--- src/rtl/roubus_pkg.sv ---
// Shared roubus definitions: flit kind encodings, the kind-field helper and the
// ack bit that signals acceptance.
package roubus_pkg;

    localparam int unsigned KIND_W     = 2;
    localparam int unsigned ACK_W      = 3;
    localparam int unsigned ACK_ACCEPT = 0;

    typedef enum logic [KIND_W-1:0] {
        KIND_IDLE = 2'b00,
        KIND_WR   = 2'b01,
        KIND_RD   = 2'b10,
        KIND_RSP  = 2'b11
    } kind_e;

    // Callers pass the top KIND_W bits of a flit, i.e. flit[WID-1 -: KIND_W].
    function automatic kind_e to_kind(input logic [KIND_W-1:0] msbs);
        return kind_e'(msbs);
    endfunction

endpackage

--- src/rtl/roubus_ord_fifo.sv ---
// Order FIFO of one-bit master ids. It records which master issued each
// outstanding read so that responses can be routed back in order.
module roubus_ord_fifo #(
    parameter int unsigned DEPTH = 8
) (
    input  logic                     clk,
    input  logic                     rst_n,
    input  logic                     push_i,
    input  logic                     push_id_i,
    input  logic                     pop_i,
    output logic                     head_id_o,
    output logic                     full_o,
    output logic                     empty_o,
    output logic [$clog2(DEPTH):0]   count_o
);

    localparam int unsigned PW = $clog2(DEPTH);
    localparam int unsigned CW = PW + 1;

    logic [DEPTH-1:0] mem_q;
    logic [PW-1:0]    wr_ptr_q, rd_ptr_q;
    logic [CW-1:0]    count_q, count_d;
    logic             do_push, do_pop;

    // A push into a full FIFO is legal when the head leaves in the same cycle.
    assign do_pop  = pop_i && (count_q != '0);
    assign do_push = push_i && ((count_q != CW'(DEPTH)) || do_pop);
    assign count_d = count_q + CW'(do_push) - CW'(do_pop);

    always_ff @(posedge clk) begin
        if (!rst_n) begin
            mem_q    <= '0;
            wr_ptr_q <= '0;
            rd_ptr_q <= '0;
            count_q  <= '0;
        end else begin
            if (do_push) begin
                mem_q[wr_ptr_q] <= push_id_i;
                wr_ptr_q        <= wr_ptr_q + PW'(1);
            end
            if (do_pop) begin
                rd_ptr_q <= rd_ptr_q + PW'(1);
            end
            count_q <= count_d;
        end
    end

    assign head_id_o = mem_q[rd_ptr_q];
    assign full_o    = (count_q == CW'(DEPTH));
    assign empty_o   = (count_q == '0);
    assign count_o   = count_q;

endmodule

--- src/rtl/roubus_arb2.sv ---
// Two-master round-robin arbiter in front of a single roubus target. Read
// responses return in order and are steered back through an id order FIFO.
module roubus_arb2
    import roubus_pkg::*;
#(
    parameter int unsigned DWID = 128,
    parameter int unsigned AWID = 32,
    parameter int unsigned CWID = 8,
    parameter int unsigned WID  = 2 + DWID + AWID + CWID,
    parameter int unsigned OSTD = 8
) (
    input  logic                    clk,
    input  logic                    rst_n,
    input  logic [WID-1:0]          m0_rou_in,
    output logic [ACK_W-1:0]        m0_ack_in,
    output logic [WID-1:0]          m0_rou_out,
    input  logic [ACK_W-1:0]        m0_ack_out,
    input  logic [WID-1:0]          m1_rou_in,
    output logic [ACK_W-1:0]        m1_ack_in,
    output logic [WID-1:0]          m1_rou_out,
    input  logic [ACK_W-1:0]        m1_ack_out,
    output logic [WID-1:0]          s_rou_out,
    input  logic [ACK_W-1:0]        s_ack_out,
    input  logic [WID-1:0]          s_rou_in,
    output logic [ACK_W-1:0]        s_ack_in,
    output logic [$clog2(OSTD):0]   ostd_cnt,
    output logic                    err_orphan
);

    kind_e          k0, k1, ks, kreq, krsp;
    logic [WID-1:0] req_q, req_d, rsp_q, rsp_d;
    logic           rsp_own_q, rsp_own_d;
    logic           rr_q, rr_d;
    logic           err_q, err_d;
    logic           fifo_full, fifo_empty, fifo_head;
    logic           push, pop, rd_room, el0, el1, load, g0, g1, own_ack, s_acc;
    logic           unused_ack_bits;

    assign k0   = to_kind(m0_rou_in[WID-1 -: KIND_W]);
    assign k1   = to_kind(m1_rou_in[WID-1 -: KIND_W]);
    assign ks   = to_kind(s_rou_in[WID-1 -: KIND_W]);
    assign kreq = to_kind(req_q[WID-1 -: KIND_W]);
    assign krsp = to_kind(rsp_q[WID-1 -: KIND_W]);

    assign unused_ack_bits = ^{m0_ack_out[ACK_W-1:1], m1_ack_out[ACK_W-1:1],
                               s_ack_out[ACK_W-1:1]};

    // Response acceptance; a pop this cycle frees a FIFO slot for a new read.
    always_comb begin
        own_ack = rsp_own_q ? m1_ack_out[ACK_ACCEPT] : m0_ack_out[ACK_ACCEPT];
        s_acc   = ((krsp == KIND_IDLE) || own_ack) && (ks == KIND_RSP);
        pop     = s_acc && !fifo_empty;
    end

    // Request eligibility and round-robin grant; rr_q=0 gives m0 priority.
    always_comb begin
        rd_room = !fifo_full || pop;
        el0     = (k0 != KIND_IDLE) && ((k0 != KIND_RD) || rd_room);
        el1     = (k1 != KIND_IDLE) && ((k1 != KIND_RD) || rd_room);
        load    = (kreq == KIND_IDLE) || s_ack_out[ACK_ACCEPT];
        g0      = load && el0 && (!el1 || !rr_q);
        g1      = load && el1 && (!el0 || rr_q);
        push    = (g0 && (k0 == KIND_RD)) || (g1 && (k1 == KIND_RD));
    end

    always_comb begin
        req_d     = req_q;
        rr_d      = rr_q;
        rsp_d     = rsp_q;
        rsp_own_d = rsp_own_q;
        err_d     = err_q;
        if (g0) begin
            req_d = m0_rou_in;
            rr_d  = 1'b1;
        end else if (g1) begin
            req_d = m1_rou_in;
            rr_d  = 1'b0;
        end else if (s_ack_out[ACK_ACCEPT]) begin
            req_d = '0;
        end
        if (pop) begin
            rsp_d     = s_rou_in;
            rsp_own_d = fifo_head;
        end else if (own_ack && (krsp != KIND_IDLE)) begin
            rsp_d = '0;
        end
        if (s_acc && fifo_empty) begin
            err_d = 1'b1;
        end
    end

    always_ff @(posedge clk) begin
        if (!rst_n) begin
            req_q     <= '0;
            rsp_q     <= '0;
            rsp_own_q <= 1'b0;
            rr_q      <= 1'b0;
            err_q     <= 1'b0;
        end else begin
            req_q     <= req_d;
            rsp_q     <= rsp_d;
            rsp_own_q <= rsp_own_d;
            rr_q      <= rr_d;
            err_q     <= err_d;
        end
    end

    roubus_ord_fifo #(.DEPTH(OSTD)) u_ord_fifo (
        .clk       (clk),
        .rst_n     (rst_n),
        .push_i    (push),
        .push_id_i (g1),
        .pop_i     (pop),
        .head_id_o (fifo_head),
        .full_o    (fifo_full),
        .empty_o   (fifo_empty),
        .count_o   (ostd_cnt)
    );

    assign s_rou_out  = req_q;
    assign m0_rou_out = rsp_own_q ? '0 : rsp_q;
    assign m1_rou_out = rsp_own_q ? rsp_q : '0;
    assign m0_ack_in  = {2'b00, g0};
    assign m1_ack_in  = {2'b00, g1};
    assign s_ack_in   = {2'b00, s_acc};
    assign err_orphan = err_q;

endmodule

--- config.mk ---
export PLATFORM = sky130hd
export DESIGN_NAME = roubus_arb2
export DESIGN_NICKNAME = d
export VERILOG_FILES = /design/src/rtl/roubus_pkg.sv /design/src/rtl/roubus_ord_fifo.sv /design/src/rtl/roubus_arb2.sv
export SDC_FILE = /design/constraint.sdc
export NUM_CORES = 1
export LEC_CHECK = 0
export ABC_AREA = 1
export ABC_CLOCK_PERIOD_IN_PS = 3200
export BUFFER_PORTS_ARGS = -buffer_cell sky130_fd_sc_hd__buf_2
export CAP_MARGIN = 40
export CORE_AREA = 2 2 409 411
export CTS_BUF_LIST = sky130_fd_sc_hd__clkbuf_16
export DETAILED_ROUTE_END_ITERATION = 6
export DIE_AREA = 0 0 411 413
export GPL_ROUTABILITY_DRIVEN = 0
export GPL_TIMING_DRIVEN = 0
export PLACE_DENSITY = 0.3
export SYNTH_ARGS = -nofsm -noshare
export SYNTH_HDL_FRONTEND = slang
export SYNTH_SLANG_ARGS = --single-unit
--- constraint.sdc ---
create_clock -name clk -period 3.2 [get_ports clk]
set_input_delay 0.48 -clock clk [delete_from_list [all_inputs] [get_ports clk]]
set_output_delay 0.48 -clock clk [all_outputs]
set_load 0.01 [all_outputs]
Word-level counts from Yosys, hierarchy flattened:

Cells that the tools add are included.

* flip-flop bits (word level): 361
* bits of input ports: 521
* output and inout bits: 524
* word-level logic and storage cells: 77

* add/subtract/negate cells: 4
* magnitude comparators: 3
* eq/ne operators: 7
* mux-type cells: 15
* reductions and logical operators: 39

Operator list (count)
* $mux W170: 7
* $logic_and A1 B1 Y1: 15
* $reduce_bool A2 Y1: 5
* $logic_or A1 B1 Y1: 9
* $bwmux W8: 1
* $lt A3 B4 Y1 const B: 2
* $add A3 B1 Y3 const B: 2
* $eq A2 B2 Y1 const B: 3
* $logic_not A1 Y1: 5
* $mux W1: 5
* $add A4 B1 Y4: 1
* $eq A4 B4 Y1 const B: 1
* $logic_not A2 Y1: 2
* $logic_not A4 Y1: 1
* $ne A2 B2 Y1 const B: 2
* $ne A4 B4 Y1 const B: 1
* $reduce_bool A4 Y1: 1
* $sub A4 B1 Y4: 1
* $bmux W1 S3: 1
* $demux W1 S3: 1
* $ge A3 B1 Y1 const B: 1
* $reduce_bool A3 Y1: 1

Depth between registers and ports, before layout:

* depth in word-level cells: 15
* mapped depth: 17
* depth with buffers taken out: 15

Modules after synthesis:

Synthesis repeated with hierarchy kept, for this count alone.

* cells, all modules: 3141
* area total of the unflattened synthesis: 18806.8 µm²

Modules (own cells, without submodules)
* roubus_arb2: times used 1, cells each 2980, area an instance 17698.2 µm², sequential area each 6866.6 µm²
* roubus_ord_fifo: times used 1, cells each 161, area an instance 1108.6 µm², sequential area each 360.3 µm²

Least setup slack after synthesis:

Ideal clock, no wire load.

* path kind: flip-flop to flip-flop
* start point: register u_ord_fifo.count_q[2], in the netlist u_ord_fifo.count_o[2]
* end point: register u_ord_fifo.count_q[2], in the netlist u_ord_fifo.count_o[2]
* library setup time: 0.128 ns
* arrival time: 2.359 ns
* data required time: 3.072 ns
* setup slack: 0.713 ns
* stages on the path, launching flop included: 14
* buffers on the path: 1
* clock period less this slack: 2.487 ns
* cell sequence: dfxtp_1 > inv_1 > ha_1 > nand3_1 > nand3_4 > inv_2 > clkbuf_1 > ha_1 > inv_1 > ha_1 > inv_1 > fa_1 > xor2_1 > nor2_1

* elaborated cells between the ends (all ways): 28
* those cells by class: add/sub: 2; eq/ne: 2; reduce/logical: 24

RTL lines
* start: declaration: RTL line roubus_ord_fifo.sv:22 `logic [CW-1:0] count_q, count_d;`
* start signal: assignment: RTL line roubus_ord_fifo.sv:44 `count_q <= count_d;`
* $logic_not A4 Y1: RTL line roubus_ord_fifo.sv:50 `assign empty_o = (count_q == '0);`
* $logic_not A1 Y1: RTL line roubus_arb2.sv:52 `pop = s_acc && !fifo_empty;`
* $logic_and A1 B1 Y1: RTL line roubus_arb2.sv:52
* $logic_and A1 B1 Y1 *: RTL line roubus_ord_fifo.sv:26 `assign do_pop = pop_i && (count_q != '0);`
* via u_ord_fifo.do_pop: RTL line roubus_ord_fifo.sv:23 `logic do_push, do_pop;`
* $logic_or A1 B1 Y1: RTL line roubus_ord_fifo.sv:27 `assign do_push = push_i && ((count_q != CW'(DEPTH)) || do_pop);`
* $logic_and A1 B1 Y1: RTL line roubus_ord_fifo.sv:27
* $add A4 B1 Y4: RTL line roubus_ord_fifo.sv:28 `assign count_d = count_q + CW'(do_push) - CW'(do_pop);`
* $sub A4 B1 Y4 *: RTL line roubus_ord_fifo.sv:28

The timed path passes the listed nets; every way through them passes the cells marked *.
A chain may end at the register's enable or synchronous reset.

Worst setup path after layout:

* start point: register u_ord_fifo.count_q[2], in the netlist u_ord_fifo.count_o[2]
* end point: output m0_ack_in[0]

* word-level cells in the longest chain between the ends: 9
* elaborated cells between the ends (all ways): 14
* those cells by class: eq/ne: 1; reduce/logical: 13

Ends and longest elaborated chain
* $logic_not A4 Y1: RTL line roubus_ord_fifo.sv:50
* $logic_not A1 Y1: RTL line roubus_arb2.sv:52
* $logic_and A1 B1 Y1: RTL line roubus_arb2.sv:52
* $logic_or A1 B1 Y1 *: RTL line roubus_arb2.sv:57 `rd_room = !fifo_full || pop;`
* $logic_or A1 B1 Y1: RTL line roubus_arb2.sv:59 `el1 = (k1 != KIND_IDLE) && ((k1 != KIND_RD) || rd_room);`
* $logic_and A1 B1 Y1: RTL line roubus_arb2.sv:59
* $logic_not A1 Y1: RTL line roubus_arb2.sv:61 `g0 = load && el0 && (!el1 || !rr_q);`
* $logic_or A1 B1 Y1: RTL line roubus_arb2.sv:61
* $logic_and A1 B1 Y1 *: RTL line roubus_arb2.sv:61
* end: declaration: RTL line roubus_arb2.sv:15 `output logic [ACK_W-1:0] m0_ack_in,`

Mark *: on every way between the ends. The rest lies on a longest branch, timed or not.

==> metrics <==
dpl cells 6168; slowest cell delay on critical path 0.32 ns; CTS Root Cell clkbuf_16; share of cells above drive strength 1 30.4%; Area growth syn-to-layout 55.8%; CP most frequent cell nand3_4; worst flop-to-flop path endpoint rsp_q[139]$_SDFFE_PN0P_; Starting Density 10.8%; DR iter-0 viols 933; Max Cap Violations 0; FF-to-FF Start u_ord_fifo.count_o[2]$_SDFF_PN0_; Clock Latency Late Sink 0.64 ns; final setup TNS 0 ns; Slew headroom 42.3%; post-synth top area cell dfxtp_1; FMAX 328 MHz; global-route wire length before repair 167 mm; R2R Setup Slk 0.16 ns; kind of critical path flop to output port; P_sw 7.42 mW; Hold Violations, Final 0; worst IR drop on VDD 0.324 mV; LEAKAGE 15.3 nW; # rows 150; sequential share of power 32.0%; Final Hold Slack 0.0838 ns; ranking of synthesized cells by area dfxtp_1 40%, nand2_1 22%, inv_1 11%, a21oi_1 9.9%, nor2_1 4.1%; H-tree depth 2; HPWL after DPL 103 mm; Total Power 18.0 mW; Slowest-stage cell, CP dfxtp_2; # setup viols final 0; skew final 0.0353 ns; CP max FO 6; synthesized area per cell 6.15 um^2; Core ar. 0.166 mm^2; die width 411 um; residual DRC count 0; Final WS setup 0.155 ns; synth warn 0; max-slew violation count 0; gr usage total 13.8%; CP delay by family, top simple AND/OR/NAND/NOR gates; Die Ht 413 um; Yosys cell types 35; vias in the first global route 21600; CTS buffer count 54; clock network power share 32.5%; DR vias/cell 3.48; Worst Setup End Kind output port; crit path cell chain inv_2 > ha_2 > nand3_4 > nand3_4 > nand3_2 > nand2_1 > nor2_2 > nand2_2 > clkinv_4 > buf_8 > buf_4 > buf_2; Yosys top cell area share 40.3%; Vias 21900; Port Buffers 1031; Least-Margin Pin Slew 0.866 ns; Syn Inst Count 2917; FF-to-FF path depth 11; P_int 10.6 mW; destination of the critical timing path m0_ack_in[0]; Setup WS pre-CTS -0.459 ns; Finished Layout Cells 6300; DRT Wirelength 124 mm; CTS tree built; largest net degree at the start of global routing 18; CP Depth 12; nets 4566; outcome completed; Critical Path RT 2.72 ns; I/O pin count 1045; die footprint 0.170 mm^2; switch share 41.1%; worst setup path start u_ord_fifo.count_o[2]$_SDFF_PN0_; initial antenna violation count 50; DRT antenna net count 0; final cycle utilization of the critical path 95.2%; Pwr per Cell Area 646 mW/mm^2; routed len/inst 19.6 um; Worst EP arrival 2.57 ns; Worst-path clk slew 0.06 ns; gr ovfl total 0; sequential area share after synthesis 40.3%; Mapped Area 0.0179 mm^2; combinational share of power 35.4%; clk buf depth 3; flops & latches, synth 361; minimum clock period 3.05 ns; Hold WC Path Type primary input to flop; WP buf/inv 5; Worst setup SP type flop; Initial DRT Pass Iterations 5; # clock sinks 361
==> worst register-to-register path, delay by kind of cell, from the launching register on <==
family | cells | cell delay, ns
compound gates | 1 | 0.18
fa+ha+maj | 1 | 0.19
buf+inv | 6 | 1.63
flops | 1 | 0.33
simple gates | 3 | 0.63
==> cell type report <==
cell class | instances | area [um^2]
Antenna cell | 17 | 42.5
Buffer | 197 | 1000
Clock buffer | 55 | 1380
Clock inverter | 44 | 295
Fill cell | 19800 | 138000
Inverter | 537 | 2030
Multi-Input combinational cell | 1826 | 7770
Sequential cell | 361 | 7230
Tap cell | 2204 | 2760
Timing Repair Buffer | 1059 | 5450
==> power by group through the flow <==
stage	logic [mW]	registers [mW]	clock network (mW)
4_1_cts	6.52	5.79	6.18
3_5_place_dp	6.40	5.87	0
5_1_grt	7.14	5.88	6.31
6_report	6.40	5.78	5.87
3_3_place_gp	6.37	5.86	0
2_1_floorplan	3.14	5.87	0
==> cell usage after synthesis (all sizes together) <==
cell type	n
dfxtp	361
o221ai	1
fa	1
nand3	21
inv	536
buf	83
nor3	8
clkinv	1
a21oi	354
conb	1
ha	8
nand2	1039
xor2	1
o21a	1
o32ai	1
a211oi	1
clkbuf	115
mux2i	1
or2	1
o21ai	182
nand3b	1
nor3b	1
nor2	198
==> state kept, by name, summed over array words and instances, names as in the netlist <==
register	cells
u_ord_fifo.rd_ptr_q	3
s_rou_out	170
rr_q	1
rsp_q	170
err_orphan	1
u_ord_fifo.wr_ptr_q	3
u_ord_fifo.mem_q	8
rsp_own_q	1
u_ord_fifo.count_o	4
==> cells in the final DEF, fill, tap and decap left out, types with 6 or more instances in the layout <==
master,count
dlygate4sd3_1,6
buf_8,10
buf_6,16
diode_2,17
nor2_1,197
nand2_1,1036
nand3_1,14
inv_1,542
ha_1,7
inv_2,6
buf_4,29
conb_1,6
clkinv_2,9
nor3_1,8
clkbuf_2,7
o21ai_0,109
o21ai_1,73
clkinv_1,13
buf_2,1080
clkbuf_16,55
dfxtp_1,358
a21oi_1,354
clkbuf_1,107
==> stage by stage <==
stage | instance area [um^2] | utilization (%)
after detailed placement | 26000 | 15.7
final | 28000 | 16.9
after global routing | 27900 | 16.8
after global placement | 25900 | 15.6
after CTS | 27800 | 16.8
after floorplan | 18000 | -
==> worst min path at each step <==
stage                                                     end                           startpoint  cells after the start  slack [ns]
after floorplan           u_ord_fifo.rd_ptr_q[2]$_SDFFE_PN0P_  u_ord_fifo.rd_ptr_q[2]$_SDFFE_PN0P_                      1        0.44
after global placement       u_ord_fifo.mem_q[2]$_SDFFE_PN0P_     u_ord_fifo.mem_q[2]$_SDFFE_PN0P_                      2        0.47
after detailed placement               rsp_q[98]$_SDFFE_PN0P_               rsp_q[98]$_SDFFE_PN0P_                      2        0.47
after CTS                          s_rou_out[40]$_SDFFE_PN0P_                        m1_rou_in[40]                      3      0.0004
after global routing              s_rou_out[154]$_SDFFE_PN0P_                       m1_rou_in[154]                      3        0.03
final                              s_rou_out[75]$_SDFFE_PN0P_                        m1_rou_in[75]                      3        0.08
==> what timing repair did <==
action | in CTS | in global routing
hold buffers | 6 | 0
resized for setup | 14 | 11
setup buffers | 4 | 7
endpoints found under the setup margin | 43 | 20
endpoints found under the hold margin | 6 | 0
pin swaps | 2 | 6
==> routing by layer <==
metal	vias up	wire length [um]	GRT usage [%]
li1	11000	-	-
met1	10000	49700	15.8
met2	721	61500	24.9
met3	170	9050	4.19
met4	28	3120	3.51
met5	-	163	0
==> kinds of logic (layout without fill, tap and decap cells) <==
kind of cell,count (synthesis),after routing,share of synthesized area [%]
multiplexers,1,1,0.0558
AO/OA/AOI/OAI,540,540,15.1
XOR/XNOR,1,1,0.0488
other,1,23,0.0209
buffers and inverters,735,1892,16.7
adder cells (fa/ha/maj),9,9,0.669
flip-flops,361,361,40.3
AND/OR/NAND/NOR,1269,1269,27.1
(Power assumes the default switching activity.)
